--- config.mk ---
export PLATFORM = sky130hd
export DESIGN_NAME = irq_vector_fetch_flat
export DESIGN_NICKNAME = d
export VERILOG_FILES = /design/src/rtl/irq_vector_fetch_if.sv /design/src/rtl/irq_vector_fetch.sv /design/src/flat_wrapper.sv
export SDC_FILE = /design/constraint.sdc
export NUM_CORES = 1
export LEC_CHECK = 0
export ABC_AREA = 1
export BUFFER_PORTS_ARGS = -buffer_cell sky130_fd_sc_hd__buf_2
export CORE_MARGIN = 2
export CORE_UTILIZATION = 46
export DETAILED_ROUTE_END_ITERATION = 10
export PLACE_DENSITY = 0.8
export SYNTH_ARGS = -nofsm -noshare
export SYNTH_HDL_FRONTEND = slang
export SYNTH_SLANG_ARGS = --single-unit
--- constraint.sdc ---
create_clock -name clk -period 2.05 [get_ports clk]
set_input_delay 0.205 -clock clk [delete_from_list [all_inputs] [get_ports clk]]
set_output_delay 0.205 -clock clk [all_outputs]
set_load 0.1 [all_outputs]
--- src/rtl/irq_vector_fetch_if.sv ---
// Register-bus bundle between the vector fetch unit (master) and the VIC register bus (slave).
// The master drives request/address/write data and the slave returns grant and read data.
interface irq_vector_fetch_if;
  logic        bus_en;
  logic        bus_wr;
  logic [31:0] bus_addr;
  logic [31:0] bus_data_o;
  logic        bus_gnt;
  logic [31:0] bus_data_i;

  // Handshake: the master holds bus_en/bus_wr/bus_addr/bus_data_o stable while bus_en=1
  // until it samples bus_gnt=1 on a rising clock edge; that edge completes the beat. A
  // write completes in the grant cycle. For a read, bus_data_i is valid RD_LAT cycles
  // after the grant cycle and is only meaningful in that one cycle.
  modport master (
    output bus_en,
    output bus_wr,
    output bus_addr,
    output bus_data_o,
    input  bus_gnt,
    input  bus_data_i
  );

  modport slave (
    input  bus_en,
    input  bus_wr,
    input  bus_addr,
    input  bus_data_o,
    output bus_gnt,
    output bus_data_i
  );
endinterface

--- src/rtl/irq_vector_fetch.sv ---
// CPU-side responder to a vectored interrupt controller: fetches the IRQ vector over the
// register bus, supplies a fixed FIQ vector, and writes the vector register on end-of-interrupt.
module irq_vector_fetch #(
    parameter logic [31:0] VIC_VECT_ADDR      = 32'hFFFF_F030,
    parameter logic [31:0] IRQ_DEFAULT_VECTOR = 32'h0000_0018,
    parameter logic [31:0] FIQ_VECTOR         = 32'h0000_001C,
    parameter int unsigned SYNC_STAGES        = 2,
    parameter int unsigned RD_LAT             = 1,
    parameter int unsigned GNT_TIMEOUT        = 16
) (
    input  logic                   clk,
    input  logic                   rst,
    input  logic                   nVICIRQ,
    input  logic                   nVICFIQ,
    input  logic                   cpu_irq_mask,
    input  logic                   cpu_fiq_mask,
    input  logic                   cpu_ack,
    input  logic                   eoi_req,
    irq_vector_fetch_if.master     bus,
    output logic                   vect_valid,
    output logic [31:0]            vect_addr,
    output logic                   is_fiq,
    output logic                   eoi_done,
    output logic                   spurious,
    output logic                   bus_err,
    output logic [2:0]             state_dbg
);

    localparam logic [2:0] S_IDLE     = 3'd0;
    localparam logic [2:0] S_IRQ_REQ  = 3'd1;
    localparam logic [2:0] S_IRQ_WAIT = 3'd2;
    localparam logic [2:0] S_VEC      = 3'd3;
    localparam logic [2:0] S_IN_IRQ   = 3'd4;
    localparam logic [2:0] S_EOI_REQ  = 3'd5;
    localparam logic [2:0] S_EOI_WAIT = 3'd6;

    localparam int unsigned TW = $clog2(GNT_TIMEOUT + 1);
    localparam int unsigned LW = (RD_LAT > 1) ? $clog2(RD_LAT + 1) : 1;
    localparam logic [TW-1:0] TMO_LAST = TW'(GNT_TIMEOUT - 1);
    localparam logic [TW-1:0] TMO_MAX  = {TW{1'b1}};
    localparam logic [LW-1:0] LAT_LAST = LW'(RD_LAT - 1);
    localparam logic [LW-1:0] LAT_MAX  = {LW{1'b1}};

    logic [SYNC_STAGES-1:0] irq_sync;
    logic [SYNC_STAGES-1:0] fiq_sync;
    logic                   irq_s;
    logic                   fiq_s;

    logic [2:0]    state;
    logic [TW-1:0] tmo_cnt;
    logic [LW-1:0] lat_cnt;
    logic          ret_in_irq;
    logic          eoi_pend;
    logic          backoff;

    logic fiq_take;
    logic irq_take;
    logic tmo_hit;
    logic lat_hit;
    logic req_active;

    // Synchronizers idle at 1 so a freshly reset block sees no interrupt.
    always_ff @(posedge clk or posedge rst) begin
        if (rst) begin
            irq_sync <= '1;
            fiq_sync <= '1;
        end else begin
            irq_sync <= {irq_sync[SYNC_STAGES-2:0], nVICIRQ};
            fiq_sync <= {fiq_sync[SYNC_STAGES-2:0], nVICFIQ};
        end
    end

    assign irq_s = ~irq_sync[SYNC_STAGES-1];
    assign fiq_s = ~fiq_sync[SYNC_STAGES-1];

    always_comb begin
        fiq_take = fiq_s && !cpu_fiq_mask && ((state == S_IDLE) || (state == S_IN_IRQ));
        irq_take = irq_s && !cpu_irq_mask;
        tmo_hit  = (tmo_cnt >= TMO_LAST);
        lat_hit  = (lat_cnt >= LAT_LAST);
    end

    always_ff @(posedge clk or posedge rst) begin
        if (rst) begin
            state      <= S_IDLE;
            tmo_cnt    <= '0;
            lat_cnt    <= '0;
            ret_in_irq <= 1'b0;
            eoi_pend   <= 1'b0;
            backoff    <= 1'b0;
            vect_addr  <= '0;
            is_fiq     <= 1'b0;
            spurious   <= 1'b0;
            bus_err    <= 1'b0;
        end else begin
            spurious <= 1'b0;
            bus_err  <= 1'b0;
            case (state)
                S_IDLE: begin
                    if (fiq_take) begin
                        state      <= S_VEC;
                        vect_addr  <= FIQ_VECTOR;
                        is_fiq     <= 1'b1;
                        ret_in_irq <= 1'b0;
                    end else if (irq_take) begin
                        state   <= S_IRQ_REQ;
                        tmo_cnt <= '0;
                    end
                end
                S_IRQ_REQ: begin
                    // A grant wins over a vanishing IRQ: once granted, the read is committed.
                    if (bus.bus_gnt) begin
                        state   <= S_IRQ_WAIT;
                        lat_cnt <= '0;
                    end else if (!irq_s) begin
                        state    <= S_IDLE;
                        spurious <= 1'b1;
                    end else if (tmo_hit) begin
                        state   <= S_IDLE;
                        bus_err <= 1'b1;
                    end else if (tmo_cnt != TMO_MAX) begin
                        tmo_cnt <= tmo_cnt + 1'b1;
                    end
                end
                S_IRQ_WAIT: begin
                    if (lat_hit) begin
                        state     <= S_VEC;
                        vect_addr <= (bus.bus_data_i == 32'h0) ? IRQ_DEFAULT_VECTOR : bus.bus_data_i;
                        is_fiq    <= 1'b0;
                    end else if (lat_cnt != LAT_MAX) begin
                        lat_cnt <= lat_cnt + 1'b1;
                    end
                end
                S_VEC: begin
                    // An EOI raised by the IRQ handler while a FIQ preempted it must survive.
                    if (is_fiq && ret_in_irq && eoi_req) begin
                        eoi_pend <= 1'b1;
                    end
                    if (cpu_ack) begin
                        is_fiq <= 1'b0;
                        state  <= (is_fiq && !ret_in_irq) ? S_IDLE : S_IN_IRQ;
                    end
                end
                S_IN_IRQ: begin
                    if (fiq_take) begin
                        state      <= S_VEC;
                        vect_addr  <= FIQ_VECTOR;
                        is_fiq     <= 1'b1;
                        ret_in_irq <= 1'b1;
                        if (eoi_req) begin
                            eoi_pend <= 1'b1;
                        end
                    end else if (eoi_req || eoi_pend) begin
                        state    <= S_EOI_REQ;
                        eoi_pend <= 1'b0;
                        tmo_cnt  <= '0;
                        backoff  <= 1'b0;
                    end
                end
                S_EOI_REQ: begin
                    // On timeout the request drops for one cycle and is retried; EOI is never lost.
                    if (backoff) begin
                        backoff <= 1'b0;
                        tmo_cnt <= '0;
                    end else if (bus.bus_gnt) begin
                        state <= S_EOI_WAIT;
                    end else if (tmo_hit) begin
                        bus_err <= 1'b1;
                        backoff <= 1'b1;
                        tmo_cnt <= '0;
                    end else if (tmo_cnt != TMO_MAX) begin
                        tmo_cnt <= tmo_cnt + 1'b1;
                    end
                end
                S_EOI_WAIT: begin
                    state <= S_IDLE;
                end
                default: begin
                    state <= S_IDLE;
                end
            endcase
        end
    end

    // Bus outputs decode straight from state so an asynchronous reset drops them at once.
    always_comb begin
        req_active      = (state == S_IRQ_REQ) || ((state == S_EOI_REQ) && !backoff);
        bus.bus_en      = req_active;
        bus.bus_wr      = (state == S_EOI_REQ) && !backoff;
        bus.bus_addr    = req_active ? VIC_VECT_ADDR : 32'h0;
        bus.bus_data_o  = 32'h0;
        vect_valid      = (state == S_VEC);
        eoi_done        = (state == S_EOI_WAIT);
        state_dbg       = state;
    end

endmodule

--- src/flat_wrapper.sv ---
// flat-port wrapper written by rule: the top's interface ports become plain ports
module irq_vector_fetch_flat 
#(
    parameter logic [31:0] VIC_VECT_ADDR      = 32'hFFFF_F030,
    parameter logic [31:0] IRQ_DEFAULT_VECTOR = 32'h0000_0018,
    parameter logic [31:0] FIQ_VECTOR         = 32'h0000_001C,
    parameter int unsigned SYNC_STAGES        = 2,
    parameter int unsigned RD_LAT             = 1,
    parameter int unsigned GNT_TIMEOUT        = 16
)
  (clk, rst, nVICIRQ, nVICFIQ, cpu_irq_mask, cpu_fiq_mask, cpu_ack, eoi_req, vect_valid, vect_addr, is_fiq, eoi_done, spurious, bus_err, state_dbg, bus_bus_en, bus_bus_wr, bus_bus_addr, bus_bus_data_o, bus_bus_gnt, bus_bus_data_i);
  irq_vector_fetch_if bus_i ();
  input  logic clk;
  input  logic rst;
  input  logic nVICIRQ;
  input  logic nVICFIQ;
  input  logic cpu_irq_mask;
  input  logic cpu_fiq_mask;
  input  logic cpu_ack;
  input  logic eoi_req;
  output logic vect_valid;
  output logic [31:0] vect_addr;
  output logic is_fiq;
  output logic eoi_done;
  output logic spurious;
  output logic bus_err;
  output logic [2:0] state_dbg;
  output wire logic [$bits(bus_i.bus_en)-1:0] bus_bus_en;
  output wire logic [$bits(bus_i.bus_wr)-1:0] bus_bus_wr;
  output wire logic [$bits(bus_i.bus_addr)-1:0] bus_bus_addr;
  output wire logic [$bits(bus_i.bus_data_o)-1:0] bus_bus_data_o;
  input wire logic [$bits(bus_i.bus_gnt)-1:0] bus_bus_gnt;
  input wire logic [$bits(bus_i.bus_data_i)-1:0] bus_bus_data_i;
  assign bus_bus_en = bus_i.bus_en;
  assign bus_bus_wr = bus_i.bus_wr;
  assign bus_bus_addr = bus_i.bus_addr;
  assign bus_bus_data_o = bus_i.bus_data_o;
  assign bus_i.bus_gnt = bus_bus_gnt;
  assign bus_i.bus_data_i = bus_bus_data_i;
  irq_vector_fetch #(.VIC_VECT_ADDR(VIC_VECT_ADDR), .IRQ_DEFAULT_VECTOR(IRQ_DEFAULT_VECTOR), .FIQ_VECTOR(FIQ_VECTOR), .SYNC_STAGES(SYNC_STAGES), .RD_LAT(RD_LAT), .GNT_TIMEOUT(GNT_TIMEOUT)) u_core (.clk(clk), .rst(rst), .nVICIRQ(nVICIRQ), .nVICFIQ(nVICFIQ), .cpu_irq_mask(cpu_irq_mask), .cpu_fiq_mask(cpu_fiq_mask), .cpu_ack(cpu_ack), .eoi_req(eoi_req), .bus(bus_i), .vect_valid(vect_valid), .vect_addr(vect_addr), .is_fiq(is_fiq), .eoi_done(eoi_done), .spurious(spurious), .bus_err(bus_err), .state_dbg(state_dbg));
endmodule
Word level (Yosys, flattened, before mapping)
Index checks and enable logic that the tools add are counted.
W data, S select, Z words.
{"block": "word_totals", "latch_bits": 0, "romBits": 0, "out_inout_bits": 106, "ff_bits": 51, "ramBits": 0, "mem_count": 0}
{"block": "classes", "mul": 0, "eq_ne": 29, "n_div": 0, "n_mux": 56, "n_lt_le_gt_ge": 2, "shift": 0, "bitwise": 2, "reduce_logical": 32, "n_addsub": 2}
{"op": "$mux W32", "n": 4}
{"op": "$pmux W32 S2", "n": 1}
{"op": "$mux W5", "n": 11}
{"op": "$mux W3", "n": 12}
{"op": "$logic_not A32 Y1", "n": 1}
{"op": "$ne A2 B2 Y1 const B", "n": 11}
{"op": "$mux W1", "n": 20}
{"op": "$pmux W5 S4", "n": 1}
{"op": "$pmux W3 S6", "n": 1}
{"op": "$ne A2 B1 Y1 const B", "n": 6}
{"op": "$reduce_and A3 Y1", "n": 4}
{"op": "$pmux W1 S2", "n": 5}
{"op": "$reduce_bool A2 Y1", "n": 5}
{"op": "$eq A3 B3 Y1 const B", "n": 3}
{"op": "$reduce_and A9 Y1", "n": 1}
{"op": "$reduce_and A4 Y1", "n": 2}
{"op": "$logic_and A1 B1 Y1", "n": 7}
{"op": "$reduce_and A7 Y1", "n": 1}
{"op": "$eq A3 B2 Y1 const B", "n": 2}
{"op": "$ne A3 B2 Y1 const B", "n": 2}
{"op": "$add A5 B1 Y5 const B", "n": 1}
{"op": "$ge A5 B4 Y1 const B", "n": 1}
{"op": "$ne A5 B5 Y1 const B", "n": 1}
{"op": "$logic_not A1 Y1", "n": 4}
{"op": "other kinds (13)", "n": 16}

Longest topological paths before layout
{"block": "logic_depth", "word_depth": 6, "ltp_mapped": 10}

Worst setup path before layout
No wires, ideal clock.
{"block": "synth_path", "path_kind": "reg2out", "startpoint": "reg u_core.state[2], in the netlist u_core.state_dbg[2]", "endpoint": "out eoi_done", "setup_slack_ns": -1.493, "path_buffers": 0, "arrival_time_ns": 3.338, "path_stages_with_launch": 3, "cell_sequence": "dfrtp_1 -> inv_1 -> nor3_1"}
{"block": "synth_between", "elab_chain_len": 1}
{"item": "start, declared", "line_no": "irq_vector_fetch.sv:49", "source": "logic [2:0] state;"}
{"item": "start signal, assigned", "line_no": "irq_vector_fetch.sv:141", "source": "state <= (is_fiq && !ret_in_irq) ? S_IDLE : S_IN_IRQ;"}
{"item": "$eq A3 B3 Y1", "line_no": "irq_vector_fetch.sv:193", "source": "eoi_done = (state == S_EOI_WAIT);"}
{"item": "end, declared", "line_no": "flat_wrapper.sv:24", "source": "output logic eoi_done;"}
No other way between the ends.

Final worst setup path
{"block": "layout_path", "startpoint": "reg u_core.state[0], in the netlist u_core.state_dbg[0]", "endpoint": "out bus_bus_wr"}
{"block": "layout_between", "elab_chain_len": 2}
{"item": "$eq A3 B3 Y1", "line_no": "irq_vector_fetch.sv:189", "source": "bus.bus_wr = (state == S_EOI_REQ) && !backoff;"}
{"item": "$logic_and A1 B1 Y1", "line_no": "irq_vector_fetch.sv:189"}
{"item": "end, declared", "line_no": "flat_wrapper.sv:29", "source": "output wire logic [$bits(bus_i.bus_wr)-1:0] bus_bus_wr;"}
No other way between the ends.

==> flow_summary.ini <==
[status]
status = completed

[routing]
vias_per_cell = 4.73
ant_nets = 0
drc = 0
wirelength_um = 6600
drt-pass1-iter-count = 5
drt_iter0_drc = 272
wl_per_cell_um = 11.8
vias = 2637

[critical_path]
critPathMaxFanout = 8
critPathTopFamily = flip-flops
crit_type = reg -> out
cp_slowest_cell = dfrtp_4
crit_cells = 5
arrival_ps = 1730
end_kind = output port
max_stage_delay_ps = 510
crit_start = u_core.state_dbg[0]$_DFFE_PP0P_
r2r_end = u_core.state_dbg[1]$_DFFE_PP0P_
startpoint_type = flip-flop
required_ps = 1850
crit_buf_inv = 2
rrSetupSlack_ps = 320
rr_startpoint = u_core.state_dbg[1]$_DFFE_PP0P_
crit_end = bus_bus_wr
worstPathCellList = inv_4 > nor2_4 > nand2_1 > nor2_2 > buf_2
worst_r2r_path_depth = 8

[synthesis]
synth_cell_type_count = 28
ys_seq_area_frac = 0.428
synth_edf_count = 0
ys_warn_count = 0
synth-async-reset-ratio = 1.00
avgSynthCellArea_um2 = 7.49
ys.flop_type = dfrtp_1
syn_area_mm2 = 0.00294
ys_ff_latch = 50
synth_cells = 392

[global_routing]
grt_overflow = 0
grt_pass1_wl_um = 11300
grt_antenna_before_repair = 0
grt_usage = 0.192
grt_pass1_vias = 2548
grt_max_degree = 35

[min_path]
hp-class = in -> reg

[timing]
skew_ps = 14.7
hold_viol = 0
maxSlewViolCount = 0
tightest_slew_ps = 506
rsz0062_at_grt = no
fmax_ghz = 0.516
maxSlewHeadroom = 0.662
post-route-period-util = 0.946
setup_violations = 0
min_period_ps = 1940

[cells_and_area]
final_cell_mix = 124 x nand2_1, 81 x buf_2, 47 x nor2_1
postLayoutCellArea_mm2 = 0.00375
fillers = 584
antenna_cells = 0
nNetsFinal = 521
drive_gt1_frac = 0.296
final_common_cell = nand2_1
area_growth_pct = 27.9

[cts]
clk_path_buf_depth = 2
htreeDepth = 2
root_buffer = clkbuf_8
numClockSinks = 50
cts_hold_buf = 3
tritoncts = done
path_clk_slew_ps = 100
numCtsBuffers = 5
post_cts_buffers = 0
worstSkewPairLatency_ps = 300
cts_resized = 0

[floorplan]
initial_core_util = 0.468
dieArea_mm2 = 0.00704
coreArea_mm2 = 0.00628
io_pins = 147
die_h_um = 83.9
die_w_um = 83.9
rows = 29

[place]
place_area_mm2 = 0.00361
routabilityCongestion = 0.964
port_buffers = 104
hpwl_um = 5080

[flow_run]
maxCapViolations = 0
==> worst register-to-register path, cell delays in order, from the launching register on <==
cell	delay, ps
dfrtp_4	530
inv_2	120
nor2_1	70
nand2_1	140
nand2_4	60
inv_2	380
nand3_1	150
nand3_1	120
nand2_1	50
==> routing by layer <==
layer | global-route usage | vias up | wire (um)
met4 | 0.0455 | 0 | 59
met5 | 0 | - | 0
met2 | 0.333 | 138 | 3240
met3 | 0.0574 | 8 | 627
li1 | - | 1292 | -
met1 | 0.236 | 1199 | 2670
==> through the flow <==
stage	setup TNS [ps]	hold WS, ps	instances	util	setup slack [ps]
floorplan	-8440	209	433	-	-343
global placement	0	174	546	0.576	418
detailed placement	0	173	546	0.576	363
CTS	0	113	557	0.598	112
global route	0	120	557	0.598	39.2
finish	0	124	557	0.598	111
==> cells in the mapped netlist, types with 2 or more instances <==
cell type | instances | area (um^2)
a21oi_1 | 5 | 25.0
nand2_1 | 124 | 465
buf_4 | 64 | 480
dfstp_2 | 4 | 105
o21ai_0 | 3 | 15.0
buf_2 | 8 | 40.0
nand4_1 | 2 | 12.5
nor3_1 | 3 | 15.0
inv_2 | 6 | 22.5
inv_1 | 16 | 60.1
nand3_1 | 46 | 230
dfrtp_1 | 46 | 1150
nor2_1 | 48 | 180
nor2_2 | 3 | 18.8
==> cell families after synthesis <==
logic type,after synthesis,share of synthesized area
flip-flops,50,0.428
buffers and inverters,96,0.210
adder cells (fa/ha/maj),1,0.00426
AND/OR/NAND/NOR,232,0.332
AO/OA/AOI/OAI,12,0.0243
other,1,0.00128
==> worst min path at each step <==
| stage | endpoint | startpoint | cells after the start | slack (ps) |
|---|---|---|---|---|
| after floorplan | u_core.fiq_sync[0]$_DFF_PP1_ | nVICFIQ | 0 | 210 |
| after global placement | u_core.vect_addr[1]$_DFFE_PP0P_ | rst | 2 | 170 |
| after detailed placement | u_core.vect_addr[1]$_DFFE_PP0P_ | rst | 2 | 170 |
| after CTS | u_core.spurious$_DFF_PP0_ | bus_bus_gnt | 2 | 110 |
| after global routing | u_core.spurious$_DFF_PP0_ | bus_bus_gnt | 2 | 120 |
| final | u_core.spurious$_DFF_PP0_ | bus_bus_gnt | 2 | 120 |
==> layout make-up <==
class                   instances  area [um^2]  area share
inverters                      22         85.1      0.0227
multi-input cells             287         1240       0.331
well taps                      77         96.3      0.0257
repair buffers                113          953       0.254
flip-flops and latches         50         1270       0.338
clock buffers                   6         72.6      0.0193
clock inverters                 2         37.5      0.0100
==> registers in the layout, indices dropped and copies added, names as in the netlist <==
name and flops:
u_core.vect_addr 32, u_core.state_dbg 3, u_core.is_fiq 1, u_core.ret_in_irq 1, u_core.eoi_pend 1, u_core.spurious 1, u_core.bus_err 1, u_core.fiq_sync 2
u_core.tmo_cnt 5, u_core.backoff 1, u_core.irq_sync 2
Power is not shown: default switching activity piles up to over one toggle a cycle in this logic, so the estimate is an artifact.
